===== config.mk =====
export PLATFORM = sky130hd
export DESIGN_NAME = bit_deserialize
export DESIGN_NICKNAME = d
export VERILOG_FILES = /design/src/rtl/bit_deserialize.sv
export SDC_FILE = /design/constraint.sdc
export NUM_CORES = 1
export LEC_CHECK = 0
export ABC_AREA = 1
export CAP_MARGIN = 5
export CORE_UTILIZATION = 53
export DETAILED_ROUTE_END_ITERATION = 8
export PLACE_DENSITY_LB_ADDON = 0.05
export SETUP_SLACK_MARGIN = 0.5
export SYNTH_ARGS = -nofsm -noshare
export SYNTH_HDL_FRONTEND = slang
export SYNTH_SLANG_ARGS = --single-unit

===== constraint.sdc =====
create_clock -name clk -period 3.5 [get_ports clk]
set_clock_uncertainty 0.05 [all_clocks]
set_input_delay 1.05 -clock clk [delete_from_list [all_inputs] [get_ports clk]]
set_output_delay 1.05 -clock clk [all_outputs]
set_load 0.05 [all_outputs]

===== src/rtl/bit_deserialize.sv =====
// Slice-wise shift deserializer: collects N = DATA_WIDTH/SLICE_WIDTH slices per word
// after a sync marker and emits each completed word with a one-cycle valid strobe.
module bit_deserialize #(
  parameter string BLOCK_NAME      = "bit_deserialize",
  parameter int    X               = 0,
  parameter int    Y               = 0,
  parameter int    DX              = 0,
  parameter int    DY              = 0,
  parameter string ARCHITECTURE    = "BEHAVIORAL",
  parameter int    DATA_WIDTH      = 8,
  parameter int    SLICE_WIDTH     = 1,
  parameter int    SHIFT_DIRECTION = 1
) (
  input  logic                   clk,
  input  logic                   rst,
  input  logic                   en,
  input  logic                   sync,
  input  logic [SLICE_WIDTH-1:0] slice_in,
  output logic [DATA_WIDTH-1:0]  data_out,
  output logic                   valid_out,
  output logic                   sync_err
);

  localparam int N     = DATA_WIDTH / SLICE_WIDTH;
  localparam int CNT_W = (N > 1) ? $clog2(N) : 1;
  localparam logic [CNT_W-1:0] CNT_LAST = CNT_W'(N - 1);
  localparam logic [CNT_W-1:0] CNT_ONE  = CNT_W'(1);

  typedef enum logic {WAIT_SYNC, COLLECT} state_t;

  state_t                  state_reg, state_next;
  logic [DATA_WIDTH-1:0]   acc_reg, acc_next;
  logic [CNT_W-1:0]        cnt_reg, cnt_next;
  logic [DATA_WIDTH-1:0]   data_reg, data_next;
  logic                    valid_reg, valid_next;
  logic                    err_reg, err_next;

  // shifted: accumulator with slice_in shifted in; loaded: same shift applied to an empty word
  logic [DATA_WIDTH-1:0]   shifted;
  logic [DATA_WIDTH-1:0]   loaded;

  // Every architecture currently maps onto the same behavioral datapath.
  if (ARCHITECTURE != "BEHAVIORAL" && ARCHITECTURE != "VIRTEX5" && ARCHITECTURE != "VIRTEX6"
      || BLOCK_NAME == "" || X < 0 || Y < 0 || DX < 0 || DY < 0) begin : g_unsupported_cfg
  end

  if (N == 1) begin : g_full_slice
    assign shifted = slice_in;
    assign loaded  = slice_in;
  end else if (SHIFT_DIRECTION != 0) begin : g_right
    assign shifted = {slice_in, acc_reg[DATA_WIDTH-1:SLICE_WIDTH]};
    assign loaded  = {slice_in, {(DATA_WIDTH-SLICE_WIDTH){1'b0}}};
  end else begin : g_left
    assign shifted = {acc_reg[DATA_WIDTH-SLICE_WIDTH-1:0], slice_in};
    assign loaded  = {{(DATA_WIDTH-SLICE_WIDTH){1'b0}}, slice_in};
  end

  always_ff @(posedge clk) begin
    if (rst) begin
      state_reg <= WAIT_SYNC;
      acc_reg   <= '0;
      cnt_reg   <= '0;
      data_reg  <= '0;
      valid_reg <= 1'b0;
      err_reg   <= 1'b0;
    end else begin
      state_reg <= state_next;
      acc_reg   <= acc_next;
      cnt_reg   <= cnt_next;
      data_reg  <= data_next;
      valid_reg <= valid_next;
      err_reg   <= err_next;
    end
  end

  always_comb begin
    state_next = state_reg;
    acc_next   = acc_reg;
    cnt_next   = cnt_reg;
    data_next  = data_reg;
    valid_next = 1'b0;
    err_next   = 1'b0;
    if (en) begin
      if (sync) begin
        // A restart always wins, even over a word that would otherwise complete now.
        state_next = COLLECT;
        acc_next   = loaded;
        err_next   = (state_reg == COLLECT) && (cnt_reg != '0);
        if (N == 1) begin
          data_next  = loaded;
          valid_next = 1'b1;
          cnt_next   = '0;
        end else begin
          cnt_next = CNT_ONE;
        end
      end else if (state_reg == COLLECT) begin
        acc_next = shifted;
        if (cnt_reg == CNT_LAST) begin
          data_next  = shifted;
          valid_next = 1'b1;
          cnt_next   = '0;
        end else begin
          cnt_next = cnt_reg + CNT_ONE;
        end
      end
    end
  end

  assign data_out  = data_reg;
  assign valid_out = valid_reg;
  assign sync_err  = err_reg;

endmodule


== Word level (Yosys, flattened, before mapping) ==
Cells that the tools add are included.
Cells by class
  add/subtract/negate cells: 1
  multiply operators: 0
  div/mod/pow operators: 0
  order comparisons: 0
  eq/ne operators: 1
  shift-type cells: 0
  multiplexer cells: 6
  bitwise gates (word level): 3
  reduce and logical (&&, ||, !) cells: 8
Operators by type and width (count)
  $mux W8: 2
  $mux W3: 3
  $reduce_and A2 Y1: 2
  $reduce_and A4 Y1: 1
  $reduce_or A4 Y1: 1
  $add A3 B1 Y3 const B: 1
  $eq A3 B3 Y1 const B: 1
  $not A1 Y1: 3
  $reduce_bool A3 Y1: 1
  $reduce_or A3 Y1: 1
  $reduce_bool A2 Y1: 1
  $logic_and A1 B1 Y1: 1
  $mux W1: 1
Storage, ports and cells
  flip-flop bits (word level): 22
  bits in latches: 0
  RAM bits: 0
  ROM bits: 0
  bits of input ports: 5
  output and inout bits: 10
  logic and storage cells: 25
  memories kept: 0

== Longest topological paths before layout ==
Gate-level depths: netlist (run 1).
  word-level depth: 4
  gate-level depth with buffers: 7
  depth with buffers taken out: 7

== Worst setup path before layout (run 1) ==
Ideal clock, no wire load.
  path type: register to output
  start point: reg data_reg[3], in the netlist data_out[3]
  end point: out data_out[3]
  arrival: 0.603 ns
  setup slack: 1.797 ns
  stages on the path, launching flop included: 1
  path buffers: 0
  path through: dfxtp_1
RTL lines
  start, declared: RTL line 34  | logic [DATA_WIDTH-1:0] data_reg, data_next;
  start signal, assigned: RTL line 70  | data_reg <= data_next;
  end, declared: RTL line 19  | output logic [DATA_WIDTH-1:0] data_out,
No word-level cell between the ends.

== Worst setup path after layout (run 1) ==
  start point: reg data_reg[5], in the netlist data_out[5]
  end point: out data_out[5]
No word-level cell between the ends.

==> results of run 1 <==
==> layout by cell type (no fill, tap or decap), drive strengths merged <==
cell,n
dfxtp,21
clkdlybuf4s50,14
clkbuf,4
ha,3
nand2,23
nand3,21
nor3,1
o21ai,4
inv,12
a21oi,8
nor2,16
==> Yosys cell counts <==
library cell and count:
nand2_1 22, dfxtp_1 21, nand3_1 21, nor2_1 14
inv_1 12, a21oi_1 8, ha_1 3, o21ai_0 3
buf_4 2, nor2_4 2, buf_6 1, clkbuf_1 1
nand2_4 1, nor3_2 1, o21ai_1 1
==> area by class of cell <==
class,count,share of cell area (%)
flip-flops and latches,21,40.7
multi-input cells,76,36.9
repair buffers,14,13.6
inverters,12,4.36
clock buffers,4,2.54
well taps,16,1.94
==> tightest hold or removal path, cell delays in order, from the launching register on <==
cell and delay [ps]:
dfxtp_1 330, nand3_1 70, nand2_1 40
==> metrics by stage <==
step / hold slack, ps / power, mW / instance area, µm²
final: 426 / 0.387 / 1030
after global routing: 453 / 0.403 / 1030
after CTS: 431 / 0.390 / 1030
after detailed placement: 414 / 0.279 / 1010
after global placement: 406 / 0.279 / 1010
after floorplan: 399 / 0.271 / 877
==> worst paths after layout <==
path | slack (ps) | cells past startpoint | to | start
setup reg to reg | 1980 | 7 | data_out[3] | cnt_reg[0]
setup / recovery | 950 | 1 | data_out[5] | data_out[5]
hold reg to reg | 430 | 2 | data_out[6] | data_out[6]
hold / removal | 430 | 2 | data_out[6] | data_out[6]
==> per-layer routing <==
| layer | up-vias | part of all wire, % |
|---|---|---|
| li1 | 388 | - |
| met1 | 332 | 49 |
| met2 | 17 | 46 |
| met3 | 4 | 3.4 |
| met4 | 0 | 1.8 |
| met5 | - | 0 |
==> power groups by stage <==
stage | clock, mW | combinational, mW | sequential [mW]
2_1_floorplan | 0 | 0.0206 | 0.250
3_3_place_gp | 0 | 0.0277 | 0.251
3_5_place_dp | 0 | 0.0282 | 0.251
4_1_cts | 0.116 | 0.0284 | 0.246
5_1_grt | 0.125 | 0.0321 | 0.246
6_report | 0.113 | 0.0283 | 0.246
==> logic make-up (layout without fill, tap and decap cells) <==
| kind of cell | Yosys count | after routing | synth area share [%] |
|---|---|---|---|
| adder cells (fa/ha/maj) | 3 | 3 | 4.28 |
| AND/OR/NAND/NOR | 61 | 61 | 32.4 |
| AO/OA/AOI/OAI | 12 | 12 | 6.85 |
| flip-flops | 21 | 21 | 47.9 |
| buffers and inverters | 16 | 30 | 8.56 |
==> qor.csv, run 1 <==
metric,value,unit
cell taking the most area after synthesis,dfxtp_1,
max reg flops,8,
Worst-path clk slew,110,ps
GR peak layer,met2,
Slew Limit Fails,0,
final-report setup violation count,0,
"Net Count, Synth",121,
1st-pass router iterations,4,
"Setup Fix Bufs, Post-CTS",0,
post-synth top area share,47.9,%
Final WS setup,949,ps
pin count of the biggest net entering global routing,16,
RSZ-0062 raised after global routing,false,
Yosys reg bits,21,
CTS max path bufs,2,
crit path kind,register to primary output,
CP required,2400,ps
Flop pwr share,63.6,%
GPL Wtd Cong,0.750,
vias in the first global route,650,
CTS buffer count,3,
H-tree Lvls,1,
total routed wirelength,1.58,mm
fin crit period,2550,ps
synth-to-layout area growth,17.8,%
Crit path buffers/inverters,1,
maximum clock rate,392,MHz
FILL cells,133,
fraction of layout cells with a size suffix above 1,5.51,%
Via-to-Cell Ratio,5.18,
Lkg Pwr,0.419,nW
Layout Utilization,67.8,%
Unique masters post-synth,15,
initial antenna violation count,0,
worst endpoint data arrival time,1450,ps
DIE AREA,1820,µm²
HP Class,register to register,
DRC violations left,0,
FF/Latch Area,420,µm²
met1 Use GR,26.2,%
Post-Layout Cell Count,143,
Die Wd,42.7,µm
GRT Total Usage,20.2,%
Die Y,42.7,µm
Synth Cell Area,877,µm²
IO Port Bufs,14,
total grt overflow,0,
"antenna viol nets, final",0,
Syn Inst Count,113,
global-route met2 utilization,31.2,%
status,completed,
Hold Fails Final Rpt,0,
DRT iter0 DRCs,19,
detailed placer's ending HPWL,1.15,mm
I/O pins,15,
crit path max fanout,2,
post-placement cell count,139,
Max-Cap Viols,0,
Slew HR,66.7,%
Sw Share,23.4,%
crit path capture type,primary output,
root buffer selected by CTS,clkbuf_4,
top post-synthesis cells by area,"dfxtp_1, nand3_1, nand2_1",
net total in the final layout,136,
Post-Route Setup TNS,0,ps
DR vias,741,
Syn. warnings,0,
CTS tree,done,
sequential fraction of the synthesis area,47.9,%
Worst-Margin Slew,498,ps
Comb power frac,7.3,%
switching power,0.0903,mW
core footprint,1520,µm²
post-CTS sizing,0,
PwrDens,374,nW/µm²
slowest CP cell,clkdlybuf4s50_1,
Top delay family on crit path,buffers and inverters,
P_int,0.296,mW
Starting Density,57.6,%
quantity of hold-fixing buffers added after cts,0,
first-pass GRT wire length,2.75,mm
Multi-input gate area,382,µm²
Diodes inserted,0,
DP Worst Slack,992,ps
Max IR drop VDD,253,µV
CP Launch Type,register,
crit path cell chain,clkdlybuf4s50_1,
syn avg cell area,7.76,µm²
met3 GRT Util,5.11,%
Crit path largest cell delay,810,ps
clock network power share,29.1,%
Final Cycle Share,72.9,%
average wire per standard cell,11.1,µm
# clock sinks,21,
Worst-Skew Late Latency,300,ps
Row Count,14,
(Power assumes the default switching activity.)
==> inputs of run 2 (changes only) <==
CORE_UTILIZATION = 45   (was 53)
clock period = 2.3 ns   (was 3.5 ns; I/O delays follow)
==> qor.csv, run 2 (synthesis results as in run 1) <==
metric,value,unit,change
Final Cycle Share,76.3,%,
first-pass GRT wire length,2.57,mm,-6.5%
"Setup Fix Bufs, Post-CTS",0,,unchanged
CP required,1560,ps,-840 ps
average wire per standard cell,10.3,µm,-6.8%
Max-Cap Viols,0,,unchanged
"commonest non-fill, non-tap cells in the layout","nand2_1, nand3_1, dfxtp_1",,
Diodes inserted,0,,unchanged
Worst R2R Path Depth,7,,unchanged
crit path kind,register to primary output,,
Lkg Pwr,0.437,nW,+4.4%
crit path max fanout,2,,unchanged
crit path cell chain,clkdlybuf4s15_2,,
detailed placer's ending HPWL,1.14,mm,-0.85%
Slew HR,72.5,%,+5.8 points
net total in the final layout,137,,+0.74%
Worst-Skew Late Latency,300,ps,about the same
DIE AREA,2130,µm²,+17%
initial antenna violation count,0,,unchanged
max reg flops,8,,unchanged
DRC violations left,0,,unchanged
Layout Utilization,58.8,%,-9.0 points
Worst Hold Endpoint,data_out[4],,
CTS tree,done,,
Via-to-Cell Ratio,4.78,,-7.8%
fin crit period,1750,ps,
I/O pins,15,,unchanged
Die Y,46.2,µm,+8.1%
Post-Route Setup TNS,0,ps,unchanged
core footprint,1780,µm²,+17%
hold depth,2,,unchanged
Hold Fails Final Rpt,0,,unchanged
# clock sinks,21,,unchanged
total grt overflow,0,,unchanged
"antenna viol nets, final",0,,unchanged
CP Launch Type,register,,
HP Class,register to register,,
reg-to-reg endpoint,data_out[3],,
root buffer selected by CTS,clkbuf_4,,
DRT iter0 DRCs,9,,-10
Crit path largest cell delay,370,ps,-440 ps
pin count of the biggest net entering global routing,16,,unchanged
final-report setup violation count,0,,unchanged
Worst-path clk slew,110,ps,about the same
GPL Wtd Cong,0.758,,+1.1%
total routed wirelength,1.58,mm,-0.25%
H-tree Lvls,1,,unchanged
Crit path buffers/inverters,1,,unchanged
GRT Total Usage,17.3,%,-2.8 points
IO Port Bufs,14,,unchanged
fraction of layout cells with a size suffix above 1,16.4,%,+11 points
quantity of hold-fixing buffers added after cts,0,,unchanged
Top delay family on crit path,buffers and inverters,,
Worst-Margin Slew,413,ps,-85.4 ps
crit path capture type,primary output,,
DR vias,731,,-1.3%
min-delay src,data_out[4],,
Max IR drop VDD,361,µV,+42%
PwrDens,565,nW/µm²,+51%
status,completed,,
worst endpoint data arrival time,1010,ps,-440 ps
maximum clock rate,570,MHz,
CTS buffer count,3,,unchanged
Slew Limit Fails,0,,unchanged
worst r2r src,cnt_reg[1],,
synth-to-layout area growth,19.5,%,
1st-pass router iterations,4,,unchanged
slowest CP cell,clkdlybuf4s15_2,,
RSZ-0062 raised after global routing,false,,
Die Wd,46.2,µm,+8.1%
Row Count,15,,+1
CTS max path bufs,2,,unchanged
R2R Setup Slk,920,ps,-1060 ps
vias in the first global route,622,,-4.3%
Starting Density,49.2,%,-8.4 points
Hold WS,421,ps,-4.99 ps
[run 2: worst max-delay path by stage]
stage,end,slack (ps),startpoint,cells past startpoint
after detailed placement,acc_reg[7],240,sync,6
after floorplan,data_out[3],960,data_out[3],0
after global routing,data_out[3],500,data_out[3],1
final,data_out[0],550,data_out[0],1
after CTS,data_out[2],520,data_out[2],1
after global placement,acc_reg[7],280,sync,6
[run 2: metrics by stage]
step           std cells  total power, mW  worst slack [ps]  area (µm²)
2_1_floorplan        113            0.412               957         877
3_3_place_gp         149            0.425               283        1030
3_5_place_dp         149            0.425               238        1030
4_1_cts              153            0.603               521        1070
5_1_grt              153            0.619               501        1050
6_report             153            0.592               546        1050
[run 2: cell type report]
type / instances / area (µm²)
fill: 179 / 734
tap: 25 / 31.3
multi-input combinational: 76 / 387
sequential: 21 / 420
inverter: 12 / 45.0
clock buffer: 3 / 22.5
timing repair buffer: 15 / 138
clock inverter: 1 / 5.00
[run 2: report_power, final]
| part | leakage, nW | total [mW] | internal, mW | switching [mW] |
|---|---|---|---|---|
| Clock | 0.0177 | 0.175 | 0.0648 | 0.110 |
| Combinational | 0.250 | 0.0442 | 0.0160 | 0.0282 |
| Sequential | 0.170 | 0.373 | 0.369 | 0.00452 |
| Total | 0.437 | 0.592 | 0.450 | 0.143 |
[run 2: per-layer routing]
metal,share of wire [%],global-route usage (%),vias up
met1,49,21.1,325
met4,2.0,8.82,0
li1,-,-,390
met3,4.1,3.53,4
met5,0,0,-
met2,45,28.7,12
[run 2: what timing repair did]
action / CTS / global route
hold endpoints to repair: 0 / 0
gates resized for setup: 30 / 11
endpoints found under the setup margin: 10 / 9
==> inputs of run 3 (changes only) <==
clock period = 1.54 ns   (was 2.3 ns; I/O delays follow)
==> qor.csv, run 3 (synthesis results as in run 1) <==
metric,value,unit,change
total routed wirelength,2.04,mm,+30%
synth-to-layout area growth,57.3,%,
DRC violations left,0,,unchanged
met3 GRT Util,3.53,%,unchanged
crit path cell chain,buf_12,,
detailed placer's ending HPWL,1.31,mm,+16%
slowest CP cell,dfxtp_2,,
Slew Limit Fails,0,,unchanged
Final Cycle Share,87.0,%,
Pwr Total,0.928,mW,+57%
CTS buffer count,3,,unchanged
fraction of layout cells with a size suffix above 1,53.3,%,+37 points
average wire per standard cell,12.6,µm,+22%
"commonest non-fill, non-tap cell in the layout",nand2_1,,
worst r2r src,cnt_reg[0],,
# clock sinks,21,,unchanged
Max IR drop VDD,615,µV,+70%
RSZ-0062 raised after global routing,true,,
Multi-input gate area,527,µm²,+36%
FF/Latch Area,439,µm²,+4.5%
Crit path largest cell delay,380,ps,about the same
quantity of hold-fixing buffers added after cts,0,,unchanged
Die Y,46.2,µm,unchanged
Final WS setup,200,ps,-345 ps
Via-to-Cell Ratio,4.99,,+4.4%
1st-pass router iterations,4,,unchanged
CP Launch Type,register,,
Max-Cap Viols,0,,unchanged
Hold Fails Final Rpt,0,,unchanged
CTS tree,done,,
initial antenna violation count,0,,unchanged
Slew HR,81.7,%,+9.2 points
FILL cells,120,,-33%
I/O pins,15,,unchanged
HP Class,register to register,,
root buffer selected by CTS,clkbuf_4,,
DR vias,808,,+11%
crit path capture type,primary output,,
DIE AREA,2130,µm²,unchanged
Top delay family on crit path,flip-flops,,
first-pass GRT wire length,2.99,mm,+16%
H-tree Lvls,1,,unchanged
CTS max path bufs,2,,unchanged
Die Wd,46.2,µm,unchanged
core footprint,1780,µm²,unchanged
Layout Utilization,77.4,%,+19 points
status,completed,,
Worst-Margin Slew,275,ps,-138 ps
"antenna viol nets, final",0,,unchanged
Setup crit start,data_out[6],,
fin crit period,1340,ps,
Crit path buffers/inverters,1,,unchanged
Row Count,15,,unchanged
Worst-Skew Late Latency,310,ps,about the same
Lkg Pwr,0.526,nW,+20%
Diodes inserted,0,,unchanged
Post-Route Setup TNS,0,ps,unchanged
CP required,1030,ps,-530 ps
worst endpoint data arrival time,830,ps,-180 ps
IO Port Bufs,14,,unchanged
GRT Total Usage,20.2,%,+2.8 points
crit path max fanout,2,,unchanged
net total in the final layout,146,,+6.6%
Starting Density,49.2,%,unchanged
global-route met2 utilization,33.2,%,+4.5 points
"commonest non-fill, non-tap cells in the layout","nand2_1, nor2_1, nand3_1, dfxtp_2, buf_12",,
min-delay src,acc_reg[2],,
total grt overflow,0,,unchanged
GR peak layer,met2,,
DRT iter0 DRCs,16,,+7
PwrDens,673,nW/µm²,+19%
vias in the first global route,690,,+11%
met1 Use GR,24.6,%,+3.5 points
Worst-path clk slew,120,ps,about the same
crit path kind,register to primary output,,
DP Worst Slack,-156,ps,-395 ps
max reg flops,8,,unchanged
R2R Setup Slk,240,ps,-680 ps
final-report setup violation count,0,,unchanged
maximum clock rate,746,MHz,
GPL Wtd Cong,0.802,,+5.7%
pin count of the biggest net entering global routing,12,,-4
Hold WS,444,ps,+22.9 ps
run 3: timing repair:
| action | 4_1_cts | 5_1_grt |
|---|---|---|
| setup endpoints to repair | 31 | 31 |
| pin swaps | 7 | 9 |
| resized for setup | 22 | 20 |
| buffers inserted | 3 | 1 |
| gates cloned | 1 | 0 |
| endpoints found under the hold margin | 0 | 0 |
run 3: power breakdown:
group / switching [mW] / internal, mW
Sequential: 0.0102 / 0.551
Combinational: 0.0591 / 0.0357
Clock: 0.171 / 0.101
Total: 0.241 / 0.688
run 3: per-stage QoR:
stage	area (µm²)	cells
6_report	1380	162
5_1_grt	1380	162
4_1_cts	1330	161
3_5_place_dp	1220	153
3_3_place_gp	1220	153
2_1_floorplan	938	113
run 3: per-layer routing:
| metal | vias up | wire (µm) |
|---|---|---|
| li1 | 406 | - |
| met1 | 379 | 887 |
| met2 | 19 | 1020 |
| met3 | 4 | 89 |
| met4 | 0 | 45 |
| met5 | - | 0 |
run 3: worst paths after layout:
check / to / cells past startpoint
max: data_out[6] / 1
min: acc_reg[1] / 2
max reg2reg: data_out[6] / 7
min reg2reg: acc_reg[1] / 2
run 3: area by class of cell:
type | count | area share (%)
flip-flops and latches | 21 | 31.8
well taps | 25 | 2.27
inverters | 12 | 3.54
clock buffers | 4 | 1.90
repair buffers | 23 | 21.8
repair inverters | 1 | 0.544
multi-input cells | 76 | 38.2
